<file path="src/rtl/gl_cmd_sequencer.sv">
// gl_cmd_sequencer: GL command decoder/sequencer between instruction fetch and
// the matrix/vertex datapath. One command per valid/ready handshake; multi-cycle
// commands hold cmd_ready low until their sequence completes.
module gl_cmd_sequencer #(
  parameter int DATA_W     = 32,
  parameter int ADDR_W     = 32,
  parameter int NUM_COLOR  = 4,
  parameter int MV_LAT     = 4,
  parameter int PROJ_LAT   = 4,
  parameter int MMUL_LAT   = 14,
  parameter int LOAD_WORDS = 4,
  parameter int ADDR_STEP  = 4
) (
  input  logic                        clk,
  input  logic                        rst_n,
  input  logic                        cmd_valid,
  output logic                        cmd_ready,
  input  logic [7:0]                  cmd_opcode,
  input  logic [22:0]                 cmd_imm,
  input  logic [ADDR_W-1:0]           cmd_addr,
  input  logic [4*DATA_W-1:0]         bram_rdata,
  output logic [ADDR_W-1:0]           bram_addr,
  output logic                        bram_mux_sel,
  output logic [NUM_COLOR*DATA_W-1:0] color_out,
  output logic [DATA_W-1:0]           vp_x,
  output logic [DATA_W-1:0]           vp_y,
  output logic [DATA_W-1:0]           vp_w,
  output logic [DATA_W-1:0]           vp_h,
  output logic                        push_en,
  output logic                        pop_en,
  output logic                        load_en,
  output logic                        load_id_en,
  output logic                        mul_en,
  output logic                        persp_en,
  output logic                        mul_type,
  output logic                        matrix_mode,
  output logic                        err_opcode
);

  localparam logic [7:0] OP_BEGIN      = 8'h01;
  localparam logic [7:0] OP_END        = 8'h02;
  localparam logic [7:0] OP_VERTEX     = 8'h03;
  localparam logic [7:0] OP_COLOR      = 8'h04;
  localparam logic [7:0] OP_MATRIXMODE = 8'h10;
  localparam logic [7:0] OP_MULTMATRIX = 8'h11;
  localparam logic [7:0] OP_LOADID     = 8'h12;
  localparam logic [7:0] OP_LOADMATRIX = 8'h13;
  localparam logic [7:0] OP_PUSH       = 8'h14;
  localparam logic [7:0] OP_POP        = 8'h15;
  localparam logic [7:0] OP_VIEWPORT   = 8'h19;

  localparam logic [2:0] S_IDLE     = 3'd0;
  localparam logic [2:0] S_VTX_MV   = 3'd1;
  localparam logic [2:0] S_VTX_PROJ = 3'd2;
  localparam logic [2:0] S_MMUL     = 3'd3;
  localparam logic [2:0] S_LOAD     = 3'd4;
  localparam logic [2:0] S_RD_WAIT  = 3'd5;

  localparam logic [15:0] MV_LAST   = 16'(MV_LAT - 1);
  localparam logic [15:0] PROJ_LAST = 16'(PROJ_LAT - 1);
  localparam logic [15:0] PROJ_END  = 16'(PROJ_LAT);
  localparam logic [15:0] MMUL_LAST = 16'(MMUL_LAT - 1);
  localparam logic [15:0] LOAD_LAST = 16'(LOAD_WORDS - 1);

  localparam logic [DATA_W-1:0] VP_W_RST = DATA_W'(32'h43A00000);
  localparam logic [DATA_W-1:0] VP_H_RST = DATA_W'(32'h43700000);

  logic [2:0]                  state_q, state_d;
  logic [15:0]                 cnt_q, cnt_d;
  logic                        rd_vp_q, rd_vp_d;
  logic                        rd_phase_q, rd_phase_d;
  logic                        cur_mode_q, cur_mode_d;
  logic                        matrix_mode_q, matrix_mode_d;
  logic                        mul_type_q, mul_type_d;
  logic                        mux_sel_q, mux_sel_d;
  logic [ADDR_W-1:0]           addr_q, addr_d;
  logic [NUM_COLOR*DATA_W-1:0] color_q, color_d;
  logic [DATA_W-1:0]           vp_x_q, vp_x_d, vp_y_q, vp_y_d;
  logic [DATA_W-1:0]           vp_w_q, vp_w_d, vp_h_q, vp_h_d;
  logic                        push_q, push_d, pop_q, pop_d;
  logic                        load_q, load_d, load_id_q, load_id_d;
  logic                        mul_q, mul_d, persp_q, persp_d, err_q, err_d;
  logic                        accept;
  logic                        unused_imm;

  // Only bit 0 of the immediate carries meaning (matrix mode select).
  assign unused_imm = ^cmd_imm[22:1];

  assign cmd_ready    = (state_q == S_IDLE);
  assign accept       = cmd_valid && cmd_ready;
  assign bram_addr    = addr_q;
  assign bram_mux_sel = mux_sel_q;
  assign color_out    = color_q;
  assign vp_x         = vp_x_q;
  assign vp_y         = vp_y_q;
  assign vp_w         = vp_w_q;
  assign vp_h         = vp_h_q;
  assign push_en      = push_q;
  assign pop_en       = pop_q;
  assign load_en      = load_q;
  assign load_id_en   = load_id_q;
  assign mul_en       = mul_q;
  assign persp_en     = persp_q;
  assign mul_type     = mul_type_q;
  assign matrix_mode  = matrix_mode_q;
  assign err_opcode   = err_q;

  // Next-state decode: command dispatch from IDLE and per-state sequencing.
  always_comb begin
    state_d       = state_q;
    cnt_d         = cnt_q;
    rd_vp_d       = rd_vp_q;
    rd_phase_d    = rd_phase_q;
    cur_mode_d    = cur_mode_q;
    matrix_mode_d = matrix_mode_q;
    mul_type_d    = mul_type_q;
    mux_sel_d     = mux_sel_q;
    addr_d        = addr_q;
    color_d       = color_q;
    vp_x_d        = vp_x_q;
    vp_y_d        = vp_y_q;
    vp_w_d        = vp_w_q;
    vp_h_d        = vp_h_q;
    push_d        = 1'b0;
    pop_d         = 1'b0;
    load_d        = 1'b0;
    load_id_d     = 1'b0;
    mul_d         = 1'b0;
    persp_d       = 1'b0;
    err_d         = 1'b0;
    case (state_q)
      S_IDLE: begin
        if (accept) begin
          case (cmd_opcode)
            OP_BEGIN, OP_END: begin
            end
            OP_MATRIXMODE: cur_mode_d = cmd_imm[0];
            OP_LOADID: begin
              matrix_mode_d = cur_mode_q;
              load_id_d     = 1'b1;
            end
            OP_PUSH: begin
              matrix_mode_d = cur_mode_q;
              push_d        = 1'b1;
            end
            OP_POP: begin
              matrix_mode_d = cur_mode_q;
              pop_d         = 1'b1;
            end
            OP_VERTEX: begin
              mux_sel_d     = 1'b0;
              addr_d        = cmd_addr;
              mul_type_d    = 1'b0;
              matrix_mode_d = 1'b0;
              mul_d         = 1'b1;
              cnt_d         = '0;
              state_d       = S_VTX_MV;
            end
            OP_MULTMATRIX: begin
              mux_sel_d     = 1'b1;
              addr_d        = cmd_addr;
              mul_type_d    = 1'b1;
              matrix_mode_d = cur_mode_q;
              mul_d         = 1'b1;
              cnt_d         = '0;
              state_d       = S_MMUL;
            end
            OP_LOADMATRIX: begin
              mux_sel_d     = 1'b0;
              addr_d        = cmd_addr;
              matrix_mode_d = cur_mode_q;
              load_d        = 1'b1;
              cnt_d         = '0;
              state_d       = S_LOAD;
            end
            OP_COLOR, OP_VIEWPORT: begin
              mux_sel_d  = 1'b0;
              addr_d     = cmd_addr;
              rd_vp_d    = (cmd_opcode == OP_VIEWPORT);
              rd_phase_d = 1'b0;
              state_d    = S_RD_WAIT;
            end
            default: err_d = 1'b1;
          endcase
        end
      end
      S_VTX_MV: begin
        if (cnt_q == MV_LAST) begin
          matrix_mode_d = 1'b1;
          mul_d         = 1'b1;
          cnt_d         = '0;
          state_d       = S_VTX_PROJ;
        end else begin
          cnt_d = cnt_q + 16'd1;
        end
      end
      S_VTX_PROJ: begin
        // persp_en is issued from the last counted cycle; the pulse cycle itself
        // is still busy so the next command is taken only after it.
        if (cnt_q == PROJ_LAST) begin
          persp_d = 1'b1;
        end
        if (cnt_q == PROJ_END) begin
          state_d = S_IDLE;
        end else begin
          cnt_d = cnt_q + 16'd1;
        end
      end
      S_MMUL: begin
        if (cnt_q == MMUL_LAST) begin
          state_d = S_IDLE;
        end else begin
          cnt_d = cnt_q + 16'd1;
        end
      end
      S_LOAD: begin
        if (cnt_q == LOAD_LAST) begin
          state_d = S_IDLE;
        end else begin
          addr_d = addr_q + ADDR_W'(ADDR_STEP);
          cnt_d  = cnt_q + 16'd1;
        end
      end
      S_RD_WAIT: begin
        // First cycle presents the address; read data is on the lanes in the second.
        if (!rd_phase_q) begin
          rd_phase_d = 1'b1;
        end else begin
          if (rd_vp_q) begin
            vp_x_d = bram_rdata[0*DATA_W +: DATA_W];
            vp_y_d = bram_rdata[1*DATA_W +: DATA_W];
            vp_w_d = bram_rdata[2*DATA_W +: DATA_W];
            vp_h_d = bram_rdata[3*DATA_W +: DATA_W];
          end else begin
            for (int i = 0; i < NUM_COLOR; i++) begin
              color_d[i*DATA_W +: DATA_W] = bram_rdata[i*DATA_W +: DATA_W];
            end
          end
          state_d = S_IDLE;
        end
      end
      default: state_d = S_IDLE;
    endcase
  end

  // State and output registers; reset aborts any in-flight sequence.
  always_ff @(posedge clk or negedge rst_n) begin
    if (!rst_n) begin
      state_q       <= S_IDLE;
      cnt_q         <= '0;
      rd_vp_q       <= 1'b0;
      rd_phase_q    <= 1'b0;
      cur_mode_q    <= 1'b0;
      matrix_mode_q <= 1'b0;
      mul_type_q    <= 1'b0;
      mux_sel_q     <= 1'b0;
      addr_q        <= '0;
      color_q       <= '0;
      vp_x_q        <= '0;
      vp_y_q        <= '0;
      vp_w_q        <= VP_W_RST;
      vp_h_q        <= VP_H_RST;
      push_q        <= 1'b0;
      pop_q         <= 1'b0;
      load_q        <= 1'b0;
      load_id_q     <= 1'b0;
      mul_q         <= 1'b0;
      persp_q       <= 1'b0;
      err_q         <= 1'b0;
    end else begin
      state_q       <= state_d;
      cnt_q         <= cnt_d;
      rd_vp_q       <= rd_vp_d;
      rd_phase_q    <= rd_phase_d;
      cur_mode_q    <= cur_mode_d;
      matrix_mode_q <= matrix_mode_d;
      mul_type_q    <= mul_type_d;
      mux_sel_q     <= mux_sel_d;
      addr_q        <= addr_d;
      color_q       <= color_d;
      vp_x_q        <= vp_x_d;
      vp_y_q        <= vp_y_d;
      vp_w_q        <= vp_w_d;
      vp_h_q        <= vp_h_d;
      push_q        <= push_d;
      pop_q         <= pop_d;
      load_q        <= load_d;
      load_id_q     <= load_id_d;
      mul_q         <= mul_d;
      persp_q       <= persp_d;
      err_q         <= err_d;
    end
  end

endmodule

</file>
<file path="config.mk">
export PLATFORM = sky130hd
export DESIGN_NAME = gl_cmd_sequencer
export DESIGN_NICKNAME = d
export VERILOG_FILES = /design/src/rtl/gl_cmd_sequencer.sv
export SDC_FILE = /design/constraint.sdc
export NUM_CORES = 1
export LEC_CHECK = 0
export BUFFER_PORTS_ARGS = -buffer_cell sky130_fd_sc_hd__buf_2
export CORE_MARGIN = 10
export CORE_UTILIZATION = 35
export CTS_CLUSTER_SIZE = 24
export DETAILED_ROUTE_END_ITERATION = 7
export PLACE_DENSITY = 0.56
export SYNTH_ARGS = -nofsm -noshare
export SYNTH_HDL_FRONTEND = slang
export SYNTH_SLANG_ARGS = --single-unit
</file>
<file path="constraint.sdc">
create_clock -name clk -period 6.3 [get_ports clk]
set_clock_uncertainty 0.1 [all_clocks]
set_input_delay 0.63 -clock clk [delete_from_list [all_inputs] [get_ports clk]]
set_output_delay 0.63 -clock clk [all_outputs]
set_load 0.005 [all_outputs]
</file>
### After elaboration in Yosys (flattened, before gate mapping)

Index checks and enable logic that the tools add are counted.

* register bits: 320
* bits of input ports: 194
* output and inout port bits: 299
* word-level logic and storage cells: 131

* add/subtract/negate cells: 2
* equal/unequal tests: 33
* mux-type cells: 48
* bitwise operators: 1
* reduce and logical (&&, ||, !) cells: 26

Operator list (count)
* $mux W16: 6
* $mux W32: 3
* $pmux W16 S5: 1
* $pmux W32 S2: 1
* $eq A8 B5 Y1 const B: 7
* $add A32 B3 Y32 const B: 1
* $mux W1: 23
* $reduce_and A3 Y1: 7
* $ne A2 B2 Y1 const B: 10
* $mux W3: 6
* $pmux W3 S6: 1
* $add A16 B1 Y16 const B: 1
* $eq A16 B2 Y1 const B: 1
* $eq A16 B3 Y1 const B: 1
* $eq A16 B4 Y1 const B: 1
* $eq A8 B2 Y1 const B: 2
* $pmux W1 S2: 6
* $pmux W3 S4: 1
* $reduce_or A11 Y1: 1
* $reduce_bool A2 Y1: 5
* $reduce_or A5 Y1: 2
* $eq A8 B1 Y1 const B: 1
* $eq A8 B3 Y1 const B: 1
* $reduce_and A4 Y1: 2
* other kinds (15): 19

### Logic depth before layout (Yosys ltp)

Gate-level depths: netlist of the first run.

* depth after elaboration: 5
* gate-level depth with buffers: 8
* mapped depth without buffers: 7

### Worst setup path after synthesis of the first run

Ideal clock, no wire load.

* kind: input -> register
* start point: in cmd_opcode[0]
* end point: reg addr_q[15] (netlist: bram_addr[15])
* setup time: 0.121 ns
* data arrival time: 2.054 ns
* data required time: 6.079 ns
* slack: 4.025 ns
* stages on the path: 6
* buffers on the path: 1
* path through: or4b_1 -> a21oi_1 -> o21bai_4 -> buf_6 -> a22o_1 -> a22o_1

* word-level cells in the longest chain between the ends: 4
* elaborated cells between the ends (all ways): 8
* classes of those cells: 6 x eq/ne; 2 x reduce/logical

Ends and longest elaborated chain
* start: declaration: line 18 `input logic [7:0] cmd_opcode,`
* $eq A8 B5 Y1 (tied with other cells): line 134 `case (cmd_opcode)`
* $reduce_or A5 Y1 (no source line) *
* $ne A2 B2 Y1 (no source line) *
* $reduce_and A4 Y1 (no source line) *
* end signal: assignment: line 279 `addr_q <= addr_d;`
* end: declaration: line 76 `logic [ADDR_W-1:0] addr_q, addr_d;`

Every way passes the cells marked *; elsewhere a longest branch is shown, timed or not.
A chain may end at the register's enable or synchronous reset.

### Worst setup path after layout of the first run

* start point: reg state_q[0]
* end point: reg color_q[65] (netlist: color_out[65])

* word-level cells in the longest chain between the ends: 2

Ends and longest elaborated chain
* start: declaration: line 68 `logic [2:0] state_q, state_d;`
* start signal: assignment: line 271 `state_q <= state_d;`
* $eq A3 B3 Y1: line 131 `case (state_q)`
* $reduce_and A3 Y1 (no source line)
* end signal: assignment: line 280 `color_q <= color_d;`
* end: declaration: line 77 `logic [NUM_COLOR*DATA_W-1:0] color_q, color_d;`

Every way passes these cells.

==> flow_summary.json, run 1 <==
{
  "largest_net_degree_at_the_start_of_global_routing": 129,
  "syn_inst": 1023,
  "max_freq_mhz": 338,
  "floorplan.die.width_um": 218,
  "floorplan.die.height_um": 218,
  "leak_nw": 8.99,
  "fp.dieArea_um2": 47400,
  "outcome": "finished clean",
  "insertion_delay_ns": 0.55,
  "async_set_or_reset_flop_fraction_in_the_synthesized_netlist": 1.00,
  "worst-slew-pin-transition_ns": 0.809,
  "wl_per_cell_um": 21.7,
  "port_buffers": 470,
  "vias_per_cell": 5.08,
  "cts.reportedPaths.clkPinSlew_ns": 0.06,
  "cts_made_buffers": 39,
  "drt_drc_violations_left": 0,
  "slew_headroom": 0.461,
  "h-tree-depth": 2,
  "synth_edf_count": 0,
  "grt_pass1_vias": 10900,
  "critical_path_data_required_time_ns": 6.63,
  "post_synth.cell_area_avg_um2": 13.4,
  "slew_viol_final": 0,
  "dp_worst_setup_slack_ns": 3.26,
  "postCtsResizedCells": 0,
  "dr.first_iter.drc_count": 826,
  "drt_pre_antenna_iters": 5,
  "floorplan.core_area_um2": 38600,
  "setup-tns-final_ns": 0,
  "cell_area_after_synthesis_um2": 13700,
  "post-route-worst-setup-slack_ns": 3.34,
  "max-vdd-ir-drop_mv": 0.207,
  "cts_max_path_buffers": 3,
  "cts_root_buf": "sky130_fd_sc_hd__clkbuf_16",
  "cts_tree": "yes",
  "grt_setup_unrepaired": "false",
  "end_kind": "flip-flop",
  "worst-path-max-fanout": 57,
  "worst_hold_path_type": "primary input to flip-flop",
  "num-fill-cells": 3617,
  "initial_util": 0.354,
  "synth-main-ff-cell": "sky130_fd_sc_hd__dfrtp_1",
  "grtUsageTotal": 0.179,
  "io_pins": 493,
  "number_of_setup_violations_in_the_final_report": 0,
  "total_chip_power_w": 0.00550,
  "first_pass_grt_wire_length_mm": 67.0,
  "std_cell_rows": 72,
  "synth.lib_cells_used.distinct": 74,
  "worst_setup_path_start_kind": "flip-flop",
  "post-route-period-util": 0.470,
  "number_of_failing_hold_endpoints_at_the_final_stage": 0,
  "postRouteAntennaNets": 0,
  "critical_path_arrival_ns": 3.29,
  "area_growth_syn_to_layout_pct": 30.5,
  "ys_seq_elements": 320,
  "dpl.hpwl_mm": 32.5,
  "routed_wl_mm": 44.0,
  "finish.net_count": 1680,
  "final_util": 0.462,
  "yosysWarnings": 0,
  "detailroute.via_count": 10300,
  "path_class": "flip-flop to flip-flop",
  "max_cap_viols": 0,
  "period_minus_slack_ns": 2.96,
  "globalplace.congestion": 0.838,
  "power-per-cell-area_nw_per_um2": 308,
  "antenna_found_initial": 6,
  "final_layout_size_suffix_gt1_frac": 0.558,
  "cts_sinks": 320,
  "final.hold.worst_slack_ns": 0.218,
  "synth-seq-area-share": 0.586,
  "total_nets_after_synthesis": 1221,
  "grt_overflow": 0
}
-- per-layer routing --
metal | vias up | routed length, µm | global-route usage
met5 | - | 65 | 0
met4 | 10 | 965 | 0.0560
met3 | 67 | 3380 | 0.0598
met2 | 333 | 22000 | 0.297
met1 | 5214 | 17700 | 0.216
li1 | 4699 | - | -
-- worst paths after layout --
path	start	end	slack, ns	depth (start not counted)
max in group asynchronous	rst_n	vp_w[0]	4.29	3
hold / removal	bram_rdata[67]	vp_w[3]	0.22	2
hold reg to reg	mul_type	mul_type	0.37	2
setup reg to reg	state_q[0]	color_out[65]	3.34	6
min in group asynchronous	rst_n	vp_h[6]	0.58	2
setup / recovery	state_q[0]	color_out[65]	3.34	6
-- Yosys cell counts (all sizes together) (4+ instances only) --
library cell	n	area share
ha	4	0.0037
nor2	29	0.0079
and4	4	0.0026
a211o	5	0.0032
mux2	260	0.21
a21oi	24	0.0088
a31oi	19	0.0087
nand3	25	0.0091
nand2	48	0.013
and3	9	0.0042
clkbuf	19	0.0052
buf	45	0.018
o22a	10	0.0064
a22oi	11	0.0060
nor4b	5	0.0032
nand4	18	0.0093
o21ai	24	0.0088
o2bb2a	7	0.0051
nor4	7	0.0065
dfrtp	309	0.56
nor3b	5	0.0035
nor3	14	0.0062
o22ai	11	0.0050
inv	17	0.0047
or3	9	0.0045
a2bb2oi	10	0.0064
nor2b	5	0.0023
dfstp	11	0.021
-- through the flow --
| step | cells | instance area [µm²] |
|---|---|---|
| after floorplan | 1023 | 13700 |
| after global placement | 1958 | 16500 |
| after detailed placement | 1958 | 16500 |
| after CTS | 2030 | 17900 |
| after global routing | 2031 | 17900 |
| final | 2032 | 17900 |
-- sequential cells by signal (all words and copies together), names as in the netlist, 3 cells and up --
signal and cells:
color_out 128, vp_y 32, state_q 3, vp_w 32, bram_addr 32, vp_x 32, cnt_q 16, vp_h 32
-- layout by cell type, fill, tap and decap left out, types with 7 or more instances in the layout --
cell type	n
sky130_fd_sc_hd__a21oi_1	24
sky130_fd_sc_hd__a22oi_1	11
sky130_fd_sc_hd__a2bb2oi_1	10
sky130_fd_sc_hd__a31oi_1	19
sky130_fd_sc_hd__and3_1	8
sky130_fd_sc_hd__buf_2	469
sky130_fd_sc_hd__buf_4	9
sky130_fd_sc_hd__clkbuf_16	39
sky130_fd_sc_hd__clkbuf_8	8
sky130_fd_sc_hd__clkinv_2	10
sky130_fd_sc_hd__dfrtp_1	309
sky130_fd_sc_hd__dfstp_2	11
sky130_fd_sc_hd__inv_1	16
sky130_fd_sc_hd__mux2_2	260
sky130_fd_sc_hd__nand2_1	48
sky130_fd_sc_hd__nand3_1	24
sky130_fd_sc_hd__nand4_1	17
sky130_fd_sc_hd__nor2_1	28
sky130_fd_sc_hd__nor3_1	11
sky130_fd_sc_hd__o21ai_0	24
sky130_fd_sc_hd__o22a_1	10
sky130_fd_sc_hd__o22ai_1	11
sky130_fd_sc_hd__o2bb2a_1	7
sky130_fd_sc_hd__or3_1	8
-- critical path, cell delays in order (launching register included) --
cell	delay [ns]
sky130_fd_sc_hd__dfrtp_1	0.55
sky130_fd_sc_hd__and3b_1	0.33
sky130_fd_sc_hd__nand2_1	0.12
sky130_fd_sc_hd__nor2_4	0.09
sky130_fd_sc_hd__buf_4	0.44
sky130_fd_sc_hd__buf_4	0.72
sky130_fd_sc_hd__mux2_2	0.41
-- final cells by class --
class                           count  area (µm²)  share of cell area
Antenna cell                        2        5.00            0.000280
Clock buffer                       51        1100              0.0616
Multi-Input combinational cell    622        5320               0.298
Inverter                           17        63.8             0.00357
Tap cell                          518         648              0.0363
Clock inverter                     20         229              0.0128
Sequential cell                   320        8020               0.449
Timing Repair Buffer              482        2480               0.139
-- repair_timing --
item | in CTS | in global routing
endpoints found under the hold margin | 13 | 0
hold buffers | 1 | 0
buffers inserted | 0 | 0
-- kinds of logic (layout without fill, tap and decap cells) --
family,after synthesis,count (layout),share of synthesized area
other cells,0,2,0
mux,262,262,0.215
buf+inv,81,570,0.0279
flops,320,320,0.586
xor+xnor,2,2,0.00128
simple gates,195,195,0.0819
compound gates,159,159,0.0843
fa+ha+maj,4,4,0.00365
-- where the power goes --
| part | leakage (nW) | internal, W | switching [W] |
|---|---|---|---|
| Combinational | 4.25 | 0.000368 | 0.000425 |
| Sequential | 4.09 | 0.00222 | 0.000200 |
| Clock | 0.661 | 0.00137 | 0.000918 |
| Total | 8.99 | 0.00395 | 0.00154 |
No activity file was read; power rests on OpenSTA's default activity.
==> run 2: changes to the inputs <==
- PLACE_DENSITY: 0.56 -> 0.58
- clock period: 6.3 -> 2.5 ns (I/O delays scaled with it)
==> run 2 against run 1 <==
Setup slack lost 3.2 ns. Die area is the same. Global-route usage grew 0.40 points. Combinational power grew to 3.2 times the previous value. First-iteration DRC count shrank 5.2%. Critical path depth shrank 1. Core utilization grew 4.9 points. Sequential power grew 150%. Cell count grew 9.8%. Final area grew 11%. Fmax grew 26%. Sequential share of layout area shrank 4.3 points. Largest cell class unchanged.
==> flow_summary.json, run 2 (synthesis results as in run 1) <==
{
  "regToRegSetupSlack_ns": 0.15,
  "number_of_setup_violations_in_the_final_report": 0,
  "most-common-layout-cells": "sky130_fd_sc_hd__buf_2 (469), sky130_fd_sc_hd__dfrtp_1 (309), sky130_fd_sc_hd__mux2_2 (260)",
  "final_layout_size_suffix_gt1_frac": 0.518,
  "number_of_failing_hold_endpoints_at_the_final_stage": 0,
  "floorplan.die.width_um": 218,
  "met1_length_mm": 17.5,
  "cpMaxStageDelayCell": "sky130_fd_sc_hd__or4b_4",
  "initial_util": 0.354,
  "setup-tns-final_ns": 0,
  "insertion_delay_ns": 0.54,
  "cts_max_path_buffers": 3,
  "max_freq_mhz": 425,
  "p_switching_w": 0.00386,
  "io_pins": 493,
  "globalplace.congestion": 0.874,
  "hold_path_depth": 4,
  "dpl.hpwl_mm": 33.3,
  "cts_sinks": 320,
  "largest_register_ffs": 128,
  "multi_input_area_um2": 5320,
  "cts_made_buffers": 37,
  "postRouteAntennaNets": 0,
  "netSwitchingFraction": 0.279,
  "slew_viol_final": 0,
  "worst-path-max-fanout": 9,
  "h-tree-depth": 2,
  "dr.first_iter.drc_count": 783,
  "outcome": "finished clean",
  "timing.rr.end": "mul_type",
  "finish.net_count": 1884,
  "post-route-worst-setup-slack_ns": 0.146,
  "first_pass_grt_wire_length_mm": 69.4,
  "grt_overflow": 0,
  "end_kind": "flip-flop",
  "worst_setup_path_start_kind": "flip-flop",
  "port_buffers": 470,
  "grtUsageTotal": 0.183,
  "detailroute.via_count": 11000,
  "routed_wl_mm": 44.9,
  "antenna_found_initial": 0,
  "leading_cell_type_in_the_layout_fill_and_taps_excluded": "sky130_fd_sc_hd__buf_2",
  "std_cell_rows": 72,
  "power-per-cell-area_nw_per_um2": 698,
  "worst-slew-pin-transition_ns": 0.670,
  "crit_buf_inv": 1,
  "area_growth_syn_to_layout_pct": 44.4,
  "worst_r2r_startpoint": "state_q[2]",
  "wl_per_cell_um": 20.1,
  "drt_pre_antenna_iters": 5,
  "post-route-period-util": 0.942,
  "period_minus_slack_ns": 2.35,
  "critical_path_data_required_time_ns": 2.81,
  "largest_net_degree_at_the_start_of_global_routing": 67,
  "post_dp_cell_area_um2": 17000,
  "vias_per_cell": 4.94,
  "path_class": "flip-flop to flip-flop",
  "leak_nw": 9.87,
  "num-fill-cells": 3390,
  "hold_path_end": "bram_addr[28]",
  "area_used_by_sequential_logic_in_the_layout_um2": 8020,
  "detailroute.wirelength.met3_mm": 3.80,
  "worstPathCellList": "or4b_4 -> or3_1 -> nand2_1 -> o31ai_1 -> dlygate4sd3_1",
  "route.met2.wl_mm": 22.8,
  "sequentialPowerShare": 0.435,
  "intPower_w": 0.00994,
  "topRoutingLayerUsed": "met4",
  "floorplan.core_area_um2": 38600,
  "slew_headroom": 0.552,
  "postCtsSetupBuffers": 0,
  "cts_root_buf": "sky130_fd_sc_hd__clkbuf_16",
  "critPathTopFamily": "simple AND/OR/NAND/NOR gates",
  "clkPwrFrac": 0.382,
  "fp.dieArea_um2": 47400,
  "grt_pass1_vias": 11900,
  "antenna_cells_inserted": 0,
  "min-delay-start": "cmd_addr[28]",
  "drt_drc_violations_left": 0,
  "dp_worst_setup_slack_ns": 0.226,
  "critical-path-max-stage-delay_ns": 0.56,
  "cts.reportedPaths.clkPinSlew_ns": 0.06,
  "floorplan.die.height_um": 218,
  "max_cap_viols": 0,
  "critical_path_arrival_ns": 2.66,
  "grt_setup_unrepaired": "false",
  "reg2regPathDepth": 5,
  "finalInstanceArea_um2": 19800,
  "power.share.combinational": 0.183,
  "max-vdd-ir-drop_mv": 0.477,
  "cts_tree": "yes",
  "worst_hold_path_type": "primary input to flip-flop"
}
run 2: cell count changes in the layout (fill, tap and decap cells not counted), moves of 3 or more:
cell,before,now
sky130_fd_sc_hd__dlygate4sd3_1,1,155
sky130_fd_sc_hd__buf_4,9,52
sky130_fd_sc_hd__buf_12,2,11
sky130_fd_sc_hd__clkbuf_1,4,7
sky130_fd_sc_hd__inv_6,3,0
run 2: cell type report:
cell class / count / area share
clock inverter: 15 / 0.00658
tap: 518 / 0.0328
multi-input combinational: 622 / 0.269
inverter: 17 / 0.00323
sequential: 320 / 0.406
timing repair buffer: 688 / 0.229
clock buffer: 51 / 0.0536
run 2: worst min-delay path, stage by stage:
cell                      delay, ns
sky130_fd_sc_hd__buf_2         0.08
sky130_fd_sc_hd__nor2_1        0.05
sky130_fd_sc_hd__a31oi_1       0.14
sky130_fd_sc_hd__o22a_1        0.14
run 2: power by group through the flow:
| stage | logic, W | clock network [W] | registers [W] |
|---|---|---|---|
| 3_3_place_gp | 0.00230 | 0 | 0.00607 |
| 6_report | 0.00252 | 0.00527 | 0.00601 |
| 5_1_grt | 0.00276 | 0.00566 | 0.00606 |
| 4_1_cts | 0.00253 | 0.00545 | 0.00600 |
| 2_1_floorplan | 0.00118 | 0 | 0.00602 |
| 3_5_place_dp | 0.00233 | 0 | 0.00608 |
run 2: metrics by stage:
stage           util  hold slack (ns)  instances  total power, W
2_1_floorplan      -           -0.146       1023         0.00720
3_3_place_gp   0.440            0.170       2010         0.00838
3_5_place_dp   0.440            0.177       2010         0.00841
4_1_cts        0.511          0.00699       2231          0.0140
5_1_grt        0.512           0.0369       2231          0.0145
6_report       0.512           0.0533       2231          0.0138
run 2: timing repair:
item	4_1_cts	5_1_grt
hold endpoints to repair	336	0
endpoints found under the setup margin	0	1
gates resized for setup	0	1
hold buffers	155	0
run 2: how the worst max path moves through the flow:
stage | endpoint | cells after the start | startpoint
2_1_floorplan | cnt_q[2] | 7 | cnt_q[0]
3_3_place_gp | cnt_q[7] | 6 | cnt_q[1]
3_5_place_dp | cnt_q[7] | 6 | cnt_q[1]
4_1_cts | mul_type | 5 | state_q[2]
5_1_grt | mul_type | 5 | state_q[2]
6_report | mul_type | 5 | state_q[2]
run 2: layer usage:
layer  vias to the layer above  GRT usage
met2                       367      0.315
li1                       5096          -
met5                         -          0
met4                         0     0.0532
met1                      5518      0.212
met3                        50     0.0628
